<file path="src/rtl/ball_pkg.sv">
// Shared sizing, bounce limits and sequencer state encoding for the ball block.
package ball_pkg;
  localparam int NUM_BALLS = 4;
  localparam int BALL_SIZE = 4;
  localparam int H_LIMIT   = 256 - BALL_SIZE;
  localparam int V_LIMIT   = 240 - BALL_SIZE;

  typedef enum logic [2:0] {
    IDLE  = 3'd0,
    H_UPD = 3'd1,
    V_UPD = 3'd2,
    NEXT  = 3'd3,
    DONE  = 3'd4
  } state_t;
endpackage

</file>
<file path="src/rtl/ball_step.sv">
// One axis of ball motion: advance pos by move, or bounce (negate move, hold pos) past limit.
module ball_step (
  input  logic [8:0] pos,
  input  logic [8:0] move,
  input  logic [8:0] limit,
  output logic [8:0] new_pos,
  output logic [8:0] new_move
);
  logic [8:0] cand;

  // 9-bit wrap makes a step below zero land >= 256, so it bounces too
  assign cand = pos + move;

  always_comb begin
    new_pos  = cand;
    new_move = move;
    if (cand > limit) begin
      new_pos  = pos;
      new_move = -move;
    end
  end
endmodule

</file>
<file path="src/rtl/ball_motion_sched.sv">
// Per-frame ball motion sequencer with one shared step unit, config port and hit renderer.
module ball_motion_sched #(
  parameter int NUM_BALLS = ball_pkg::NUM_BALLS,
  parameter int BALL_SIZE = ball_pkg::BALL_SIZE
) (
  input  logic       clk,
  input  logic       reset,
  input  logic       vsync,
  input  logic [8:0] hpos,
  input  logic [8:0] vpos,
  input  logic       display_on,
  input  logic       cfg_we,
  input  logic [1:0] cfg_idx,
  input  logic       cfg_en,
  input  logic [8:0] cfg_hpos,
  input  logic [8:0] cfg_vpos,
  input  logic [8:0] cfg_hmove,
  input  logic [8:0] cfg_vmove,
  output logic       cfg_ack,
  output logic       busy,
  output logic       frame_done,
  output logic       overrun,
  output logic       ball_gfx,
  output logic [1:0] ball_id
);
  import ball_pkg::*;

  localparam logic [8:0] H_LIM = 9'(256 - BALL_SIZE);
  localparam logic [8:0] V_LIM = 9'(240 - BALL_SIZE);

  logic [NUM_BALLS-1:0][8:0] hpos_q, vpos_q, hmove_q, vmove_q;
  logic [NUM_BALLS-1:0]      en_q;

  state_t     state, state_nx;
  logic [1:0] idx, idx_nx;
  logic       vsync_q, rise, cfg_acc;

  assign rise       = vsync & ~vsync_q;
  assign cfg_acc    = cfg_we & (state == IDLE) & ~rise;
  assign busy       = (state != IDLE);
  assign frame_done = (state == DONE);

  always_ff @(posedge clk) begin
    if (!reset) begin
      state   <= IDLE;
      idx     <= '0;
      vsync_q <= 1'b0;
      cfg_ack <= 1'b0;
      overrun <= 1'b0;
    end else begin
      state   <= state_nx;
      idx     <= idx_nx;
      vsync_q <= vsync;
      cfg_ack <= cfg_acc;
      if (rise && busy) overrun <= 1'b1;
    end
  end

  always_comb begin
    state_nx = state;
    idx_nx   = idx;
    case (state)
      IDLE:  if (rise) begin state_nx = H_UPD; idx_nx = '0; end
      H_UPD: state_nx = V_UPD;
      V_UPD: state_nx = NEXT;
      NEXT:  begin
        if (idx == 2'(NUM_BALLS - 1)) state_nx = DONE;
        else begin state_nx = H_UPD; idx_nx = idx + 2'd1; end
      end
      DONE:  state_nx = IDLE;
      default: state_nx = IDLE;
    endcase
  end

  // Shared step unit: axis chosen by state, slot by idx
  logic       ax_v;
  logic [8:0] st_pos, st_move, st_lim, st_npos, st_nmove;

  assign ax_v    = (state == V_UPD);
  assign st_pos  = ax_v ? vpos_q[idx]  : hpos_q[idx];
  assign st_move = ax_v ? vmove_q[idx] : hmove_q[idx];
  assign st_lim  = ax_v ? V_LIM : H_LIM;

  ball_step u_step (
    .pos      (st_pos),
    .move     (st_move),
    .limit    (st_lim),
    .new_pos  (st_npos),
    .new_move (st_nmove)
  );

  always_ff @(posedge clk) begin
    if (!reset) begin
      for (int i = 0; i < NUM_BALLS; i++) begin
        hpos_q[i]  <= 9'(32 + 64 * i);
        vpos_q[i]  <= 9'd128;
        hmove_q[i] <= (i % 2 == 0) ? 9'd2 : 9'h1FE;
        vmove_q[i] <= 9'd2;
      end
      en_q <= NUM_BALLS'(1);
    end else if (cfg_acc) begin
      en_q[cfg_idx]    <= cfg_en;
      hpos_q[cfg_idx]  <= cfg_hpos;
      vpos_q[cfg_idx]  <= cfg_vpos;
      hmove_q[cfg_idx] <= cfg_hmove;
      vmove_q[cfg_idx] <= cfg_vmove;
    end else if (en_q[idx]) begin
      if (state == H_UPD) begin
        hpos_q[idx]  <= st_npos;
        hmove_q[idx] <= st_nmove;
      end else if (state == V_UPD) begin
        vpos_q[idx]  <= st_npos;
        vmove_q[idx] <= st_nmove;
      end
    end
  end

  // Renderer: unsigned 9-bit offset from each ball's corner, lowest slot wins
  logic [NUM_BALLS-1:0] hit;
  logic [1:0]           hit_id;

  for (genvar g = 0; g < NUM_BALLS; g++) begin : g_hit
    logic [8:0] dh, dv;
    assign dh     = hpos - hpos_q[g];
    assign dv     = vpos - vpos_q[g];
    assign hit[g] = en_q[g] & (dh < 9'(BALL_SIZE)) & (dv < 9'(BALL_SIZE));
  end

  always_comb begin
    hit_id = '0;
    for (int i = NUM_BALLS - 1; i >= 0; i--)
      if (hit[i]) hit_id = 2'(i);
  end

  always_ff @(posedge clk) begin
    if (!reset || !display_on) begin
      ball_gfx <= 1'b0;
      ball_id  <= '0;
    end else begin
      ball_gfx <= |hit;
      ball_id  <= (|hit) ? hit_id : 2'd0;
    end
  end
endmodule

</file>
<file path="config.mk">
export PLATFORM = sky130hd
export DESIGN_NAME = ball_motion_sched
export DESIGN_NICKNAME = d
export VERILOG_FILES = /design/src/rtl/ball_pkg.sv /design/src/rtl/ball_step.sv /design/src/rtl/ball_motion_sched.sv
export SDC_FILE = /design/constraint.sdc
export NUM_CORES = 1
export LEC_CHECK = 0
export BUFFER_PORTS_ARGS = -buffer_cell sky130_fd_sc_hd__buf_4
export CAP_MARGIN = 30
export CORE_AREA = 2 2 156 158
export DETAILED_ROUTE_END_ITERATION = 10
export DIE_AREA = 0 0 158 160
export PLACE_DENSITY = 0.68
export SLEW_MARGIN = 20
export SYNTH_ARGS = -nofsm -noshare
export SYNTH_HDL_FRONTEND = slang
export SYNTH_SLANG_ARGS = --single-unit
export TNS_END_PERCENT = 100
</file>
<file path="constraint.sdc">
create_clock -name clk -period 4.8 [get_ports clk]
set_clock_uncertainty 0.05 [all_clocks]
set_input_delay 0 -clock clk [delete_from_list [all_inputs] [get_ports clk]]
set_output_delay 0 -clock clk [all_outputs]
set_load 0.01 [all_outputs]
</file>
==> reports/results.txt <==
CTS tree: yes
Root Buffer: clkbuf_16
CP max-delay cell: or4_1
synth cell count leaders: 201 x a21oi_1, 159 x dfxtp_1, 134 x nand2_1
max cap viols: 0
hold wc startpoint: cfg_idx[0]
Seq/Total Area, Yosys: 27.4%
drt total wl: 43900 um
worst min path class: in -> reg
period utilization: 95.3%
Worst-path clk slew: 70 ps
gr ovfl total: 0
vias in the first global route: 11.5k
Pre-antenna DRT Iters: 6
final setup margin: 224 ps
met2 WL: 19100 um
Avg Cell Area, Syn: 8.26 um^2
fin. max-slew vios: 0
hold violation count in the final report: 0
Layout Cells excl Fill: 1840
detailed placer's ending HPWL: 31800 um
Wirelength per Cell: 23.8 um
final instance area: 13700 um^2
Ports: 69
Unique masters post-synth: 84
area leader, netlist: dfxtp_1
Crit. End Element: register
setup TNS: 0 ps
most common cell in the netlist: a21oi_1
Starting Density: 48.8%
Vias: 12.3k
met1 WL: 17000 um
R2R Setup Slk: 220 ps
Least-Margin Pin Slew: 1100 ps
placed inst area: 12600 um^2
antenna violations before repair: 0
Post-layout nets: 1636
Crit Path Max Fanout: 16
CTS Buf Count: 17
top layer in use: met4
Yosys top cell area share: 27.4%
routability cong.: 0.996
status: complete, no violations
layout overhead on the synthesized area: 17.9%
num rows: 57
buffers added on ports: 68
clock sinks: 159
Worst-Skew Late Latency: 440 ps
Setup violations, final: 0
Synth Warn #: 0
Top Family by Delay on Critical Path: compound AO/OA/AOI/OAI gates
first-pass GRT wire length: 66100 um
LEAKAGE: 5.39 nW
crit path from: idx[0]$_SDFFE_PN0P_
syn_nets: 1539
metal3 WL: 5220 um
H-tree Lvls: 4
Iteration-0 DRC Markers: 1500
crit start category: register
top_reg_cell synth: dfxtp_1
max frequency: 219 MHz
Post-route DRC: 0
area occupied by multi-input gates: 7820 um^2
Inst Count DP: 1766
CTS max path bufs: 2
Die H: 160 um
top cells by area, synth: dfxtp_1 27%, a21oi_1 8.7%, ha_1 7.5%
WS Path Type: reg -> reg
die footprint: 25300 um^2
fillers: 2186
Reg area: 3190 um^2
Post-DRT Antenna Nets: 0
largest net degree at the start of global routing: 103
#FFs+latches synth: 159
total power divided by cell area: 445 nW/um^2
Post-synth EDFFs: 0
Max VDD drop: 0.272 mV
crit path buf inv count: 2
core area: 23800 um^2
Gate Count Post-Synth: 1406
RSZ-0062 raised after global routing: yes
worst-path cell chain: buf_12 -> mux4_2 -> mux2i_1 -> inv_1 -> ha_1 -> nor2b_1 -> o31a_1 -> a21oi_1 -> ha_1 -> nand2_1 -> nor3_2 -> mux2i_1 -> or4_1 -> a21o_1 -> xor2_2 -> o21ai_0
CP required: 5050 ps
all-layer global routing usage: 34.5%
FF-to-FF Start: idx[0]$_SDFFE_PN0P_
width of the die: 158 um
CP peak stage delay: 650 ps
Async S/R FF share, synth: 0%
ant diodes: 0
drt via density: 6.69
crit path DAT: 4820 ps
fraction of layout cells with a size suffix above 1: 16.1%
Rel. slew slack: 26.5%
worst slack at placement: 66.5 ps
synthesized cell area: 11600 um^2
crit path time final: 4580 ps
## repair_timing
| action | CTS | global route |
|---|---|---|
| setup endpoints to repair | 1 | 56 |
| endpoints found under the hold margin | 148 | 13 |
| setup buffers | 0 | 0 |
| hold buffers | 40 | 1 |
| resized for setup | 1 | 5 |
## layout make-up
cell class              count  area share (%)
multi-input cells        1080            57.1
flip-flops and latches    159            23.3
repair buffers            166            10.1
clock buffers              19            3.23
well taps                 324            2.96
inverters                  79            2.17
clock inverters            13            1.12
## worst min-delay path: cells and delay by family
family / cells / cell delay [ps]
compound gates: 1 / 60
buf+inv: 1 / 120
simple gates: 2 / 280
## stage by stage
stage | hold WS [ps] | util (%) | power [mW]
after floorplan | 68.1 | - | 3.66
after global placement | 173 | 52.9 | 4.52
after detailed placement | 180 | 53.0 | 4.55
after CTS | 13.7 | 57.2 | 5.97
after global routing | 45.8 | 57.5 | 6.39
final | 29.6 | 57.5 | 6.09
## flip-flops by register name, summed over array words and instances (netlist names)
signal,count
ball_gfx,1
ball_id,2
cfg_ack,1
en_q,4
hmove_q,36
hpos_q,36
idx,2
overrun,1
state,3
vmove_q,36
vpos_q,36
vsync_q,1
## cells in the final DEF, fill, tap and decap left out, types with 23 or more instances in the layout
cell / instances
a21oi_1: 201
dfxtp_1: 157
nand2_1: 134
buf_4: 122
inv_1: 74
ha_1: 70
o21ai_0: 68
nor2_1: 61
dlygate4sd3_1: 41
nor3_1: 40
a221o_1: 37
mux4_2: 34
a21o_1: 33
nand3_1: 32
xnor2_1: 26
a221oi_1: 24
mux2i_1: 23
## layer usage
| metal | GRT usage (%) | vias up |
|---|---|---|
| met2 | 51.8 | 800 |
| met3 | 8.90 | 196 |
| li1 | - | 5524 |
| met1 | 45.2 | 5786 |
| met4 | 19.0 | 0 |
| met5 | 0 | - |
## cell families (layout without fill, tap and decap cells)
kind of cell | Yosys count | in the layout | synth area share, %
mux | 64 | 64 | 9.34
buf+inv | 167 | 277 | 5.90
fa+ha+maj | 71 | 71 | 7.71
xor+xnor | 43 | 43 | 3.44
compound gates | 531 | 531 | 30.7
simple gates | 371 | 371 | 15.5
flops | 159 | 159 | 27.4
## power by group
| group | leakage [nW] | switching (mW) | internal, mW |
|---|---|---|---|
| registers | 1.29 | 0.0927 | 1.47 |
| logic | 3.80 | 1.97 | 1.15 |
| clock network | 0.291 | 0.613 | 0.793 |
| total | 5.39 | 2.67 | 3.42 |
## final timing paths
kind,endpoint,cells after the start
setup reg to reg,hmove_q[14]$_SDFFE_PN1P_,16
hold / removal,en_q[3]$_SDFFE_PN0P_,4
hold reg to reg,overrun$_SDFFE_PN0P_,2
setup / recovery,hmove_q[14]$_SDFFE_PN1P_,16
No activity file was read; power rests on OpenSTA's default activity.
